$ cat src/rtl/video_timing_pkg.sv
// Shared types and constants for the raster timing generator: timing record,
// 1080p60 defaults, FSM state encoding and the colour-bar palette.
package video_timing_pkg;

  localparam int unsigned VTG_CNT_W = 13;

  localparam int unsigned H_SYNC_1080P = 44;
  localparam int unsigned H_BP_1080P   = 148;
  localparam int unsigned H_ACT_1080P  = 1920;
  localparam int unsigned H_FP_1080P   = 88;
  localparam int unsigned V_SYNC_1080P = 5;
  localparam int unsigned V_BP_1080P   = 36;
  localparam int unsigned V_ACT_1080P  = 1080;
  localparam int unsigned V_FP_1080P   = 4;

  typedef struct packed {
    logic [VTG_CNT_W-1:0] h_sync;
    logic [VTG_CNT_W-1:0] h_bp;
    logic [VTG_CNT_W-1:0] h_act;
    logic [VTG_CNT_W-1:0] h_fp;
    logic [VTG_CNT_W-1:0] v_sync;
    logic [VTG_CNT_W-1:0] v_bp;
    logic [VTG_CNT_W-1:0] v_act;
    logic [VTG_CNT_W-1:0] v_fp;
    logic                 hs_pol;
    logic                 vs_pol;
  } timing_t;

  typedef enum logic [1:0] {ST_IDLE = 2'd0, ST_RUN = 2'd1, ST_DRAIN = 2'd2} state_e;

  localparam logic [23:0] BAR_WHITE   = 24'hFFFFFF;
  localparam logic [23:0] BAR_YELLOW  = 24'hFFFF00;
  localparam logic [23:0] BAR_CYAN    = 24'h00FFFF;
  localparam logic [23:0] BAR_GREEN   = 24'h00FF00;
  localparam logic [23:0] BAR_MAGENTA = 24'hFF00FF;
  localparam logic [23:0] BAR_RED     = 24'hFF0000;
  localparam logic [23:0] BAR_BLUE    = 24'h0000FF;
  localparam logic [23:0] BAR_BLACK   = 24'h000000;

  function automatic logic [23:0] bar_rgb(input logic [2:0] idx);
    case (idx)
      3'd0:    return BAR_WHITE;
      3'd1:    return BAR_YELLOW;
      3'd2:    return BAR_CYAN;
      3'd3:    return BAR_GREEN;
      3'd4:    return BAR_MAGENTA;
      3'd5:    return BAR_RED;
      3'd6:    return BAR_BLUE;
      default: return BAR_BLACK;
    endcase
  endfunction

endpackage

$ cat src/rtl/video_timing_gen_if.sv
// Timing-configuration handshake: valid/ready transfer of a full timing record.
interface video_timing_gen_if #(parameter int unsigned CNT_W = 13);
  logic             cfg_valid;
  logic             cfg_ready;
  logic             cfg_err;
  logic [CNT_W-1:0] cfg_h_sync;
  logic [CNT_W-1:0] cfg_h_bp;
  logic [CNT_W-1:0] cfg_h_act;
  logic [CNT_W-1:0] cfg_h_fp;
  logic [CNT_W-1:0] cfg_v_sync;
  logic [CNT_W-1:0] cfg_v_bp;
  logic [CNT_W-1:0] cfg_v_act;
  logic [CNT_W-1:0] cfg_v_fp;
  logic             cfg_hs_pol;
  logic             cfg_vs_pol;

  modport master (
    output cfg_valid, cfg_h_sync, cfg_h_bp, cfg_h_act, cfg_h_fp,
           cfg_v_sync, cfg_v_bp, cfg_v_act, cfg_v_fp, cfg_hs_pol, cfg_vs_pol,
    input  cfg_ready, cfg_err
  );

  modport slave (
    input  cfg_valid, cfg_h_sync, cfg_h_bp, cfg_h_act, cfg_h_fp,
           cfg_v_sync, cfg_v_bp, cfg_v_act, cfg_v_fp, cfg_hs_pol, cfg_vs_pol,
    output cfg_ready, cfg_err
  );
endinterface

$ cat src/rtl/vtg_axis_cnt.sv
// One raster axis: 0-based counter over SYNC/BP/ACT/FP with region decode.
module vtg_axis_cnt #(
  parameter int unsigned W = 13
) (
  input  logic         clk,
  input  logic         rst,
  input  logic         inc,
  input  logic [W-1:0] len_sync,
  input  logic [W-1:0] len_bp,
  input  logic [W-1:0] len_act,
  input  logic [W-1:0] len_fp,
  output logic         first_c,
  output logic         last_c,
  output logic         in_sync_c,
  output logic         in_act_c,
  output logic [W-1:0] coord_c
);

  localparam int unsigned SW = W + 2;

  logic [W-1:0]  cnt_q, cnt_d;
  logic [SW-1:0] cnt_w, act_lo, act_hi, tot;

  // Region boundaries are summed two bits wider so no field combination overflows.
  always_comb begin
    cnt_w     = SW'(cnt_q);
    act_lo    = SW'(len_sync) + SW'(len_bp);
    act_hi    = act_lo + SW'(len_act);
    tot       = act_hi + SW'(len_fp);
    first_c   = (cnt_q == '0);
    last_c    = (cnt_w == tot - SW'(1));
    in_sync_c = (cnt_q < len_sync);
    in_act_c  = (cnt_w >= act_lo) && (cnt_w < act_hi);
    coord_c   = in_act_c ? W'(cnt_w - act_lo) : '0;
    cnt_d     = cnt_q;
    if (inc) begin
      cnt_d = last_c ? '0 : cnt_q + W'(1);
    end
  end

  always_ff @(posedge clk) begin
    if (!rst) cnt_q <= '0;
    else      cnt_q <= cnt_d;
  end

endmodule

$ cat src/rtl/video_timing_gen.sv
// Run-time reprogrammable raster timing generator (HSYNC/VSYNC/DE/X/Y/SOL/SOF).
// Optional colour-bar test pattern on rgb when VIDEO_TIMING_COLOR_BAR_EN is defined.
module video_timing_gen
  import video_timing_pkg::*;
#(
  parameter int unsigned CNT_W      = VTG_CNT_W,
  parameter int unsigned DEF_H_SYNC = H_SYNC_1080P,
  parameter int unsigned DEF_H_BP   = H_BP_1080P,
  parameter int unsigned DEF_H_ACT  = H_ACT_1080P,
  parameter int unsigned DEF_H_FP   = H_FP_1080P,
  parameter int unsigned DEF_V_SYNC = V_SYNC_1080P,
  parameter int unsigned DEF_V_BP   = V_BP_1080P,
  parameter int unsigned DEF_V_ACT  = V_ACT_1080P,
  parameter int unsigned DEF_V_FP   = V_FP_1080P,
  parameter logic        DEF_HS_POL = 1'b1,
  parameter logic        DEF_VS_POL = 1'b1
) (
  input  logic             clk,
  input  logic             rst,
  input  logic             en,
  video_timing_gen_if.slave cfg,
  output logic             hsync,
  output logic             vsync,
  output logic             de,
  output logic [CNT_W-1:0] pix_x,
  output logic [CNT_W-1:0] pix_y,
  output logic             sol,
  output logic             sof,
  output logic             busy
`ifdef VIDEO_TIMING_COLOR_BAR_EN
  ,
  output logic [23:0]      rgb
`endif
);

  localparam logic [1:0] IDLE  = ST_IDLE;
  localparam logic [1:0] RUN   = ST_RUN;
  localparam logic [1:0] DRAIN = ST_DRAIN;

  localparam timing_t DEF_TIMING = '{
    h_sync: VTG_CNT_W'(DEF_H_SYNC), h_bp: VTG_CNT_W'(DEF_H_BP),
    h_act:  VTG_CNT_W'(DEF_H_ACT),  h_fp: VTG_CNT_W'(DEF_H_FP),
    v_sync: VTG_CNT_W'(DEF_V_SYNC), v_bp: VTG_CNT_W'(DEF_V_BP),
    v_act:  VTG_CNT_W'(DEF_V_ACT),  v_fp: VTG_CNT_W'(DEF_V_FP),
    hs_pol: DEF_HS_POL,             vs_pol: DEF_VS_POL
  };

  logic [1:0]       state_q, state_d;
  timing_t          shadow_q, shadow_d;
  logic             hsync_q, hsync_d, vsync_q, vsync_d, de_q, de_d;
  logic [CNT_W-1:0] pix_x_q, pix_x_d, pix_y_q, pix_y_d;
  logic             sol_q, sol_d, sof_q, sof_d, busy_q, busy_d, cfg_err_q, cfg_err_d;

  logic             h_first_c, h_last_c, h_sync_c, h_act_c;
  logic             v_first_c, v_last_c, v_sync_c, v_act_c;
  logic [CNT_W-1:0] h_coord_c, v_coord_c;
  logic             run_c, frame_last_c, xfer_c, cfg_zero_c;

  vtg_axis_cnt #(.W(CNT_W)) u_h_cnt (
    .clk       (clk),
    .rst       (rst),
    .inc       (run_c),
    .len_sync  (CNT_W'(shadow_q.h_sync)),
    .len_bp    (CNT_W'(shadow_q.h_bp)),
    .len_act   (CNT_W'(shadow_q.h_act)),
    .len_fp    (CNT_W'(shadow_q.h_fp)),
    .first_c   (h_first_c),
    .last_c    (h_last_c),
    .in_sync_c (h_sync_c),
    .in_act_c  (h_act_c),
    .coord_c   (h_coord_c)
  );

  vtg_axis_cnt #(.W(CNT_W)) u_v_cnt (
    .clk       (clk),
    .rst       (rst),
    .inc       (run_c && h_last_c),
    .len_sync  (CNT_W'(shadow_q.v_sync)),
    .len_bp    (CNT_W'(shadow_q.v_bp)),
    .len_act   (CNT_W'(shadow_q.v_act)),
    .len_fp    (CNT_W'(shadow_q.v_fp)),
    .first_c   (v_first_c),
    .last_c    (v_last_c),
    .in_sync_c (v_sync_c),
    .in_act_c  (v_act_c),
    .coord_c   (v_coord_c)
  );

  assign run_c         = (state_q != IDLE);
  assign frame_last_c  = run_c && h_last_c && v_last_c;
  assign cfg.cfg_ready = (state_q == IDLE) || frame_last_c;
  assign xfer_c        = cfg.cfg_valid && cfg.cfg_ready;
  assign cfg_zero_c    = (cfg.cfg_h_sync == '0) || (cfg.cfg_h_bp == '0) ||
                         (cfg.cfg_h_act  == '0) || (cfg.cfg_h_fp == '0) ||
                         (cfg.cfg_v_sync == '0) || (cfg.cfg_v_bp == '0) ||
                         (cfg.cfg_v_act  == '0) || (cfg.cfg_v_fp == '0);

  // Next state, shadow capture and output decode of the current counter position.
  always_comb begin
    state_d   = state_q;
    shadow_d  = shadow_q;
    cfg_err_d = 1'b0;
    hsync_d   = ~shadow_q.hs_pol;
    vsync_d   = ~shadow_q.vs_pol;
    de_d      = 1'b0;
    pix_x_d   = '0;
    pix_y_d   = '0;
    sol_d     = 1'b0;
    sof_d     = 1'b0;
    busy_d    = run_c;

    case (state_q)
      IDLE:    if (en) state_d = RUN;
      RUN:     if (!en) state_d = frame_last_c ? IDLE : DRAIN;
      DRAIN:   if (frame_last_c) state_d = IDLE;
      default: state_d = IDLE;
    endcase

    // A zero-length field would break the raster; keep the old timing and flag it.
    if (xfer_c) begin
      if (cfg_zero_c) begin
        cfg_err_d = 1'b1;
      end else begin
        shadow_d = '{
          h_sync: VTG_CNT_W'(cfg.cfg_h_sync), h_bp: VTG_CNT_W'(cfg.cfg_h_bp),
          h_act:  VTG_CNT_W'(cfg.cfg_h_act),  h_fp: VTG_CNT_W'(cfg.cfg_h_fp),
          v_sync: VTG_CNT_W'(cfg.cfg_v_sync), v_bp: VTG_CNT_W'(cfg.cfg_v_bp),
          v_act:  VTG_CNT_W'(cfg.cfg_v_act),  v_fp: VTG_CNT_W'(cfg.cfg_v_fp),
          hs_pol: cfg.cfg_hs_pol,             vs_pol: cfg.cfg_vs_pol
        };
      end
    end

    if (run_c) begin
      hsync_d = ~(h_sync_c ^ shadow_q.hs_pol);
      vsync_d = ~(v_sync_c ^ shadow_q.vs_pol);
      de_d    = h_act_c && v_act_c;
      pix_x_d = de_d ? h_coord_c : '0;
      pix_y_d = de_d ? v_coord_c : '0;
      sol_d   = h_first_c;
      sof_d   = h_first_c && v_first_c;
    end
  end

  always_ff @(posedge clk) begin
    if (!rst) begin
      state_q   <= IDLE;
      shadow_q  <= DEF_TIMING;
      hsync_q   <= ~DEF_HS_POL;
      vsync_q   <= ~DEF_VS_POL;
      de_q      <= 1'b0;
      pix_x_q   <= '0;
      pix_y_q   <= '0;
      sol_q     <= 1'b0;
      sof_q     <= 1'b0;
      busy_q    <= 1'b0;
      cfg_err_q <= 1'b0;
    end else begin
      state_q   <= state_d;
      shadow_q  <= shadow_d;
      hsync_q   <= hsync_d;
      vsync_q   <= vsync_d;
      de_q      <= de_d;
      pix_x_q   <= pix_x_d;
      pix_y_q   <= pix_y_d;
      sol_q     <= sol_d;
      sof_q     <= sof_d;
      busy_q    <= busy_d;
      cfg_err_q <= cfg_err_d;
    end
  end

  assign hsync       = hsync_q;
  assign vsync       = vsync_q;
  assign de          = de_q;
  assign pix_x       = pix_x_q;
  assign pix_y       = pix_y_q;
  assign sol         = sol_q;
  assign sof         = sof_q;
  assign busy        = busy_q;
  assign cfg.cfg_err = cfg_err_q;

`ifdef VIDEO_TIMING_COLOR_BAR_EN
  logic [23:0]      rgb_q, rgb_d;
  logic [CNT_W-1:0] bar_w_c;
  logic [2:0]       bar_idx_c;

  // Bar index is the highest i with x >= i*bar_w, so bar 7 absorbs the remainder.
  always_comb begin
    bar_w_c   = CNT_W'(shadow_q.h_act >> 3);
    bar_idx_c = 3'd0;
    for (int i = 1; i < 8; i++) begin
      if (h_coord_c >= CNT_W'(i) * bar_w_c) bar_idx_c = 3'(i);
    end
    rgb_d = (run_c && h_act_c && v_act_c) ? bar_rgb(bar_idx_c) : 24'h0;
  end

  always_ff @(posedge clk) begin
    if (!rst) rgb_q <= 24'h0;
    else      rgb_q <= rgb_d;
  end

  assign rgb = rgb_q;
`endif

endmodule

$ cat src/flat_wrapper.sv
// flat-port wrapper written by rule: the top's interface ports become plain ports
module video_timing_gen_flat import video_timing_pkg::*;
#(
  parameter int unsigned CNT_W      = VTG_CNT_W,
  parameter int unsigned DEF_H_SYNC = H_SYNC_1080P,
  parameter int unsigned DEF_H_BP   = H_BP_1080P,
  parameter int unsigned DEF_H_ACT  = H_ACT_1080P,
  parameter int unsigned DEF_H_FP   = H_FP_1080P,
  parameter int unsigned DEF_V_SYNC = V_SYNC_1080P,
  parameter int unsigned DEF_V_BP   = V_BP_1080P,
  parameter int unsigned DEF_V_ACT  = V_ACT_1080P,
  parameter int unsigned DEF_V_FP   = V_FP_1080P,
  parameter logic        DEF_HS_POL = 1'b1,
  parameter logic        DEF_VS_POL = 1'b1
)
  (clk, rst, en, hsync, vsync, de, pix_x, pix_y, sol, sof, busy, cfg_cfg_valid, cfg_cfg_h_sync, cfg_cfg_h_bp, cfg_cfg_h_act, cfg_cfg_h_fp, cfg_cfg_v_sync, cfg_cfg_v_bp, cfg_cfg_v_act, cfg_cfg_v_fp, cfg_cfg_hs_pol, cfg_cfg_vs_pol, cfg_cfg_ready, cfg_cfg_err);
  video_timing_gen_if #(.CNT_W(CNT_W)) cfg_i ();
  input  logic clk;
  input  logic rst;
  input  logic en;
  output logic hsync;
  output logic vsync;
  output logic de;
  output logic [CNT_W-1:0] pix_x;
  output logic [CNT_W-1:0] pix_y;
  output logic sol;
  output logic sof;
  output logic busy;
  input wire logic [$bits(cfg_i.cfg_valid)-1:0] cfg_cfg_valid;
  input wire logic [$bits(cfg_i.cfg_h_sync)-1:0] cfg_cfg_h_sync;
  input wire logic [$bits(cfg_i.cfg_h_bp)-1:0] cfg_cfg_h_bp;
  input wire logic [$bits(cfg_i.cfg_h_act)-1:0] cfg_cfg_h_act;
  input wire logic [$bits(cfg_i.cfg_h_fp)-1:0] cfg_cfg_h_fp;
  input wire logic [$bits(cfg_i.cfg_v_sync)-1:0] cfg_cfg_v_sync;
  input wire logic [$bits(cfg_i.cfg_v_bp)-1:0] cfg_cfg_v_bp;
  input wire logic [$bits(cfg_i.cfg_v_act)-1:0] cfg_cfg_v_act;
  input wire logic [$bits(cfg_i.cfg_v_fp)-1:0] cfg_cfg_v_fp;
  input wire logic [$bits(cfg_i.cfg_hs_pol)-1:0] cfg_cfg_hs_pol;
  input wire logic [$bits(cfg_i.cfg_vs_pol)-1:0] cfg_cfg_vs_pol;
  output wire logic [$bits(cfg_i.cfg_ready)-1:0] cfg_cfg_ready;
  output wire logic [$bits(cfg_i.cfg_err)-1:0] cfg_cfg_err;
  assign cfg_i.cfg_valid = cfg_cfg_valid;
  assign cfg_i.cfg_h_sync = cfg_cfg_h_sync;
  assign cfg_i.cfg_h_bp = cfg_cfg_h_bp;
  assign cfg_i.cfg_h_act = cfg_cfg_h_act;
  assign cfg_i.cfg_h_fp = cfg_cfg_h_fp;
  assign cfg_i.cfg_v_sync = cfg_cfg_v_sync;
  assign cfg_i.cfg_v_bp = cfg_cfg_v_bp;
  assign cfg_i.cfg_v_act = cfg_cfg_v_act;
  assign cfg_i.cfg_v_fp = cfg_cfg_v_fp;
  assign cfg_i.cfg_hs_pol = cfg_cfg_hs_pol;
  assign cfg_i.cfg_vs_pol = cfg_cfg_vs_pol;
  assign cfg_cfg_ready = cfg_i.cfg_ready;
  assign cfg_cfg_err = cfg_i.cfg_err;
  video_timing_gen #(.CNT_W(CNT_W), .DEF_H_SYNC(DEF_H_SYNC), .DEF_H_BP(DEF_H_BP), .DEF_H_ACT(DEF_H_ACT), .DEF_H_FP(DEF_H_FP), .DEF_V_SYNC(DEF_V_SYNC), .DEF_V_BP(DEF_V_BP), .DEF_V_ACT(DEF_V_ACT), .DEF_V_FP(DEF_V_FP), .DEF_HS_POL(DEF_HS_POL), .DEF_VS_POL(DEF_VS_POL)) u_core (.clk(clk), .rst(rst), .en(en), .cfg(cfg_i), .hsync(hsync), .vsync(vsync), .de(de), .pix_x(pix_x), .pix_y(pix_y), .sol(sol), .sof(sof), .busy(busy));
endmodule
$ cat config.mk
export PLATFORM = sky130hd
export DESIGN_NAME = video_timing_gen_flat
export DESIGN_NICKNAME = d
export VERILOG_FILES = /design/src/rtl/video_timing_pkg.sv /design/src/rtl/video_timing_gen_if.sv /design/src/rtl/vtg_axis_cnt.sv /design/src/rtl/video_timing_gen.sv /design/src/flat_wrapper.sv
export SDC_FILE = /design/constraint.sdc
export NUM_CORES = 1
export LEC_CHECK = 0
export BUFFER_PORTS_ARGS = -buffer_cell sky130_fd_sc_hd__buf_2
export CAP_MARGIN = 30
export CORE_MARGIN = 4
export CORE_UTILIZATION = 45
export CTS_CLUSTER_SIZE = 16
export DETAILED_ROUTE_END_ITERATION = 7
export SETUP_SLACK_MARGIN = 0.2
export SYNTH_ARGS = -nofsm -noshare
export SYNTH_HDL_FRONTEND = slang
export SYNTH_SLANG_ARGS = --single-unit
$ cat constraint.sdc
create_clock -name clk -period 7.9 [get_ports clk]
set_input_delay 1.58 -clock clk [delete_from_list [all_inputs] [get_ports clk]]
set_output_delay 1.58 -clock clk [all_outputs]
set_load 0.1 [all_outputs]
# Word-level counts from Yosys, hierarchy flattened

Cells that the tools add are included.
Widths: inputs -> output; s select.

Input port bits: 110
Flip-flop bits (word level): 167

Reductions and logical operators: 33
$add $sub $neg: 12
$lt $le $gt $ge: 6
Equality and inequality tests: 7
Mux-type cells: 10
Bitwise gates (word level): 7

Operators with widths:

| operator              | number |
|---|---|
| $logic_not 13->1      | 10 |
| $add 14x13->15        | 2 |
| $add 15x13->15        | 2 |
| $eq 13x15->1          | 2 |
| $lt 13x15->1          | 2 |
| $sub 15x1->15 const B | 2 |
| $add 13x13->14        | 2 |
| $ge 13x14->1          | 2 |
| $add 13x1->13 const B | 2 |
| $lt 13x13->1          | 2 |
| $mux 13               | 2 |
| $sub 13x13->13        | 2 |
| $logic_or 1x1->1      | 8 |
| $mux 2                | 4 |
| $reduce_and 4->1      | 2 |
| $logic_and 1x1->1     | 7 |
| $pmux 2 s3            | 1 |
| $reduce_and 2->1      | 3 |
| $not 1->1             | 5 |
| $ne 2x2->1 const B    | 2 |
| $mux 1                | 3 |
| $reduce_and 3->1      | 1 |
| $eq 2x1->1 const B    | 1 |
| $eq 2x2->1 const B    | 1 |
| other kinds (4)       | 5 |

# Logic depth before layout (Yosys ltp)

Depth in word-level cells: 10
Depth in mapped cells: 33

# Modules after synthesis

Synthesis repeated with hierarchy kept, for this count alone.

Cells, all modules: 1686
Area total of the unflattened synthesis: 13872.1 um^2

By module, submodules not included:

| module                         | area each (um^2) | times used | seq. area each (um^2) | cells each |
|---|---|---|---|---|
| video_timing_gen               | 5590.4           | 1          | 2822.7                | 589 |
| vtg_axis_cnt at u_core.u_v_cnt | 4151.5           | 1          | 260.2                 | 545 |
| vtg_axis_cnt at u_core.u_h_cnt | 4130.2           | 1          | 260.2                 | 552 |

# Least setup slack after synthesis

No wires, ideal clock.

Path type: reg-to-output
From: register u_core.shadow_q[28] (netlist bit)
To: output cfg_cfg_ready
Cell stages (with the launch flop): 28
Data required time: 6.320 ns
Data arrival time: 6.486 ns
Path buffers: 1
Path slack: -0.166 ns
Cells stage by stage: dfxtp_1 ha_1 fa_1 a21o_1 a21oi_1 o21bai_1 a21oi_1 o21bai_1 a211oi_1 nor2_1 nor2_1 xnor2_1 ha_1 inv_1 nor4_1 a21oi_1 o211ai_1 or3b_2 or2_2 ha_1 xnor2_1 a211oi_1 a21oi_1 mux2_2 a211oi_1 nand4_1 o31ai_4 clkbuf_1

Cells in the longest elaborated chain, start to end: 7

Ends and longest elaborated chain:

| element                | RTL line                | text |
|---|---|---|
| from (decl)            | video_timing_gen.sv:49  | `timing_t shadow_q, shadow_d;` |
| from (signal assigned) | video_timing_gen.sv:160 | `shadow_q <= shadow_d;` |
| $add 13x13->14         | vtg_axis_cnt.sv:27      | `act_lo = SW'(len_sync) + SW'(len_bp);` |
| $add 14x13->15         | vtg_axis_cnt.sv:28      | `act_hi = act_lo + SW'(len_act);` |
| $add 15x13->15         | vtg_axis_cnt.sv:29      | `tot = act_hi + SW'(len_fp);` |
| $sub 15x1->15          | vtg_axis_cnt.sv:31      | `last_c = (cnt_w == tot - SW'(1));` |
| $eq 13x15->1           | vtg_axis_cnt.sv:31      |  |
| $logic_and 1x1->1      | video_timing_gen.sv:90  | `assign frame_last_c = run_c && h_last_c && v_last_c;` |
| $logic_or 1x1->1       | video_timing_gen.sv:91  | `assign cfg.cfg_ready = (state_q == IDLE) \|\| frame_last_c;` |
| to (decl)              | flat_wrapper.sv:40      | `output wire logic [$bits(cfg_i.cfg_ready)-1:0] cfg_cfg_ready;` |

Every way passes these cells.

# Worst setup path in the final report

From: register u_core.shadow_q[41] (netlist bit)
To: output cfg_cfg_ready

The elaborated chain is that of the path after synthesis.

==> flow_summary.json <==
{
  "drv_cap": 0,
  "ff_latch_area_sq_um": 3346,
  "cts_max_level": 4,
  "rsz0062_at_grt": "yes",
  "routedWlPerCell_microns": 18.63,
  "worst_pin_slew_ns": 0.9914,
  "yosysTopAreaCellShare_pct": 24.39,
  "drtAntennaViolNets": 0,
  "drc": 0,
  "crit_path_max_fanout": 8,
  "synth_compound_area_share_pct": 17.10,
  "critPathArrivalTime_ns": 6.11,
  "place_ws_ns": 0.03178,
  "cts_tree": "done",
  "synth_top_area_cell": "dfxtp_1",
  "placed_area_sq_um": 14810,
  "core_area_sq_um": 29870,
  "fin_skew_ns": 0.01430,
  "synthesis.nets": 2017,
  "place_inst": 2208,
  "fin_ws_ns": 0.2119,
  "crit_buf_inv": 4,
  "syn2layout_area_growth_pct": 16.88,
  "track_usage_pct": 24.83,
  "antenna_found_initial": 0,
  "clk_pin_slew_worst_paths_ns": 0.08,
  "yosys.area_share.adder_pct": 17.11,
  "drive_gt1_share_pct": 16.15,
  "synthTopCellsByArea": "dfxtp_1 (24%), ha_1 (16%), mux2i_1 (6.1%)",
  "grt_pass1_vias": 11925,
  "crit_type": "flip-flop to output pin",
  "synth_edf_count": 0,
  "grt_first_pass_wirelength_microns": 65890,
  "syn_area_sq_um": 13710,
  "hold_class": "flip-flop to flip-flop",
  "initial_core_util_pct": 45.88,
  "timing.final.crit_share_pct": 97.32,
  "yosysWarnings": 0,
  "hpwlAfterDp_microns": 33040,
  "design_area_sq_um": 16020,
  "post_synth_inst_count": 1726,
  "finalCriticalPeriod_ns": 7.688,
  "slowest_delay_ns": 0.42,
  "final_nets": 2154,
  "yosysMostFrequentCell": "nand2_1",
  "fp.dieH_microns": 182.5,
  "drv_slew": 0,
  "avgSynthCellArea_sq_um": 7.941,
  "ys_ff_latch": 167,
  "clk_latency_ns": 0.45,
  "synth_top_family_by_area": "simple AND/OR/NAND/NOR gates",
  "cts.sinks": 167,
  "ys_seq_area_share_pct": 24.39,
  "required_ns": 6.32,
  "gp_congestion": 0.8911,
  "yosys.cell_types.count": 71,
  "dieArea_sq_um": 33310,
  "setup-violations-final": 0,
  "vias": 12766,
  "cp-end-kind": "output pin",
  "vdd_ir_drop_max_mv": 0.1504,
  "drt_wl_total_microns": 42210,
  "multiInputGateArea_sq_um": 9826,
  "leakagePower_nw": 7.304,
  "antenna_cells": 0,
  "root_buffer": "clkbuf_16",
  "synth_mux_area_share_pct": 6.381,
  "powerDensity_nw_per_um2": 292.3,
  "gr-total-overflow": 0,
  "synthXorXnorAreaFrac_pct": 7.769,
  "port_buffers": 143,
  "yosys.area_share.simple_pct": 20.57,
  "finalHoldViolations": 0,
  "max_freq_ghz": 0.1301,
  "slowest_stage": "or3b_4",
  "hold_buffers": 0,
  "avgViaCountPerCell": 5.634,
  "final_cells": 2266,
  "synth_common_cells": "nand2_1 (222), ha_1 (173), dfxtp_1 (167)",
  "max_slew_margin_pct": 33.21,
  "drt_first_pass_iters": 7,
  "cts_buffers": 17,
  "worstSetupStartpointType": "flip-flop",
  "cts.path.max_buffers": 2,
  "fillCellCount": 2907,
  "cpLargestDelayFamily": "compound AO/OA/AOI/OAI gates",
  "rows": 63,
  "grt_max_degree": 122,
  "synth_flop_cell": "dfxtp_1",
  "drt_iter0_markers": 860,
  "die_x_microns": 182.5,
  "async_flop_share_pct": 0,
  "ioPinCount": 144,
  "status": "finished, final reports clean"
}
[power by group]
group / leakage, nW / switching (W) / internal, W
Combinational: 5.63 / 0.00166 / 0.00118
Sequential: 1.37 / 0.0000434 / 0.000887
Clock: 0.311 / 0.000439 / 0.000465
[repair_timing]
action                                 4_1_cts  5_1_grt
gates resized for setup                     52       31
endpoints found under the hold margin        0        0
pin swaps                                   33       33
setup buffers                               15       11
setup endpoints to repair                    1        1
[area by class of cell]
cell class	instances	share of cell area (%)
repair buffers	184	6.850
flip-flops and latches	167	20.89
clock inverters	15	1.406
inverters	163	3.819
multi-input cells	1330	61.34
well taps	390	3.046
clock buffers	17	2.656
[flip-flops by register name, indices dropped and copies added, names as in the netlist]
register,flops
u_core.shadow_q,106
u_core.de,1
u_core.vsync,1
u_core.state_q,2
u_core.cfg.cfg_err,1
u_core.pix_y,13
u_core.u_h_cnt.cnt_q,13
u_core.u_v_cnt.cnt_q,13
u_core.pix_x,13
u_core.busy,1
u_core.sol,1
u_core.sof,1
u_core.hsync,1
[final timing paths]
path | slack [ns] | end | from | cells past startpoint
worst max-delay path | 0.21 | cfg_cfg_ready | u_core.shadow_q[41]$_SDFFE_PN1P_ | 28
worst min-delay path | 0.46 | u_core.shadow_q[7]$_SDFFE_PN0P_ | u_core.shadow_q[7]$_SDFFE_PN0P_ | 2
worst max register to register | 0.96 | u_core.shadow_q[85]$_SDFFE_PN0P_ | u_core.shadow_q[41]$_SDFFE_PN1P_ | 31
worst min register to register | 0.46 | u_core.shadow_q[7]$_SDFFE_PN0P_ | u_core.shadow_q[7]$_SDFFE_PN0P_ | 2
[worst min-delay path, stage by stage (launching register included)]
cell	delay [ns]
dfxtp_1	0.31
nand2_1	0.05
mux2i_1	0.05
[kinds of logic after synthesis]
logic type | after synthesis
AO/OA/AOI/OAI | 353
flip-flops | 167
XOR/XNOR | 120
AND/OR/NAND/NOR | 587
adder cells (fa/ha/maj) | 183
buffers and inverters | 229
multiplexers | 87
[layout by cell type (no fill, tap or decap), types with 6 or more instances in the layout]
| cell type | Yosys | routed |
|---|---|---|
| a211oi_1 | 41 | 36 |
| a21o_1 | 33 | 33 |
| a21oi_1 | 83 | 70 |
| a21oi_2 | 0 | 12 |
| a31oi_1 | 12 | 11 |
| and3_1 | 14 | 13 |
| buf_2 | 6 | 141 |
| buf_4 | 7 | 36 |
| clkbuf_16 | 0 | 17 |
| clkinv_8 | 0 | 9 |
| dfxtp_1 | 167 | 165 |
| fa_1 | 8 | 6 |
| ha_1 | 173 | 161 |
| ha_2 | 0 | 7 |
| inv_1 | 163 | 162 |
| mux2i_1 | 84 | 84 |
| nand2_1 | 222 | 222 |
| nand2b_1 | 21 | 20 |
| nand3_1 | 32 | 32 |
| nand4_1 | 59 | 59 |
| nor2_1 | 111 | 109 |
| nor2b_1 | 18 | 18 |
| nor3_1 | 30 | 29 |
| nor4_1 | 28 | 26 |
| o2111ai_1 | 7 | 7 |
| o211ai_1 | 36 | 36 |
| o21a_1 | 11 | 11 |
| o21ai_0 | 69 | 63 |
| o21bai_1 | 9 | 7 |
| or2_2 | 14 | 11 |
| or3_1 | 8 | 8 |
| xnor2_1 | 66 | 61 |
| xor2_1 | 53 | 48 |
[through the flow]
| stage | util (%) | total power [W] | hold WS (ns) | setup TNS [ns] |
|---|---|---|---|---|
| final | 53.62 | 0.004683 | 0.4633 | 0 |
| after global routing | 53.62 | 0.005060 | 0.4762 | -0.1643 |
| after CTS | 52.80 | 0.004545 | 0.4521 | 0 |
| after detailed placement | 49.57 | 0.003465 | 0.4397 | 0 |
| after global placement | 49.47 | 0.003454 | 0.4284 | 0 |
| after floorplan | - | 0.002869 | 0.4175 | 0 |
[per-layer routing]
layer / global-route usage [%] / wire length (microns) / vias to the layer above
li1: - / - / 6375
met1: 38.96 / 21770 / 5946
met2: 34.92 / 16680 / 399
met3: 4.385 / 3069 / 46
met4: 5.674 / 693 / 0
met5: 0 / 0 / -
No activity file was read; power rests on OpenSTA's default activity.
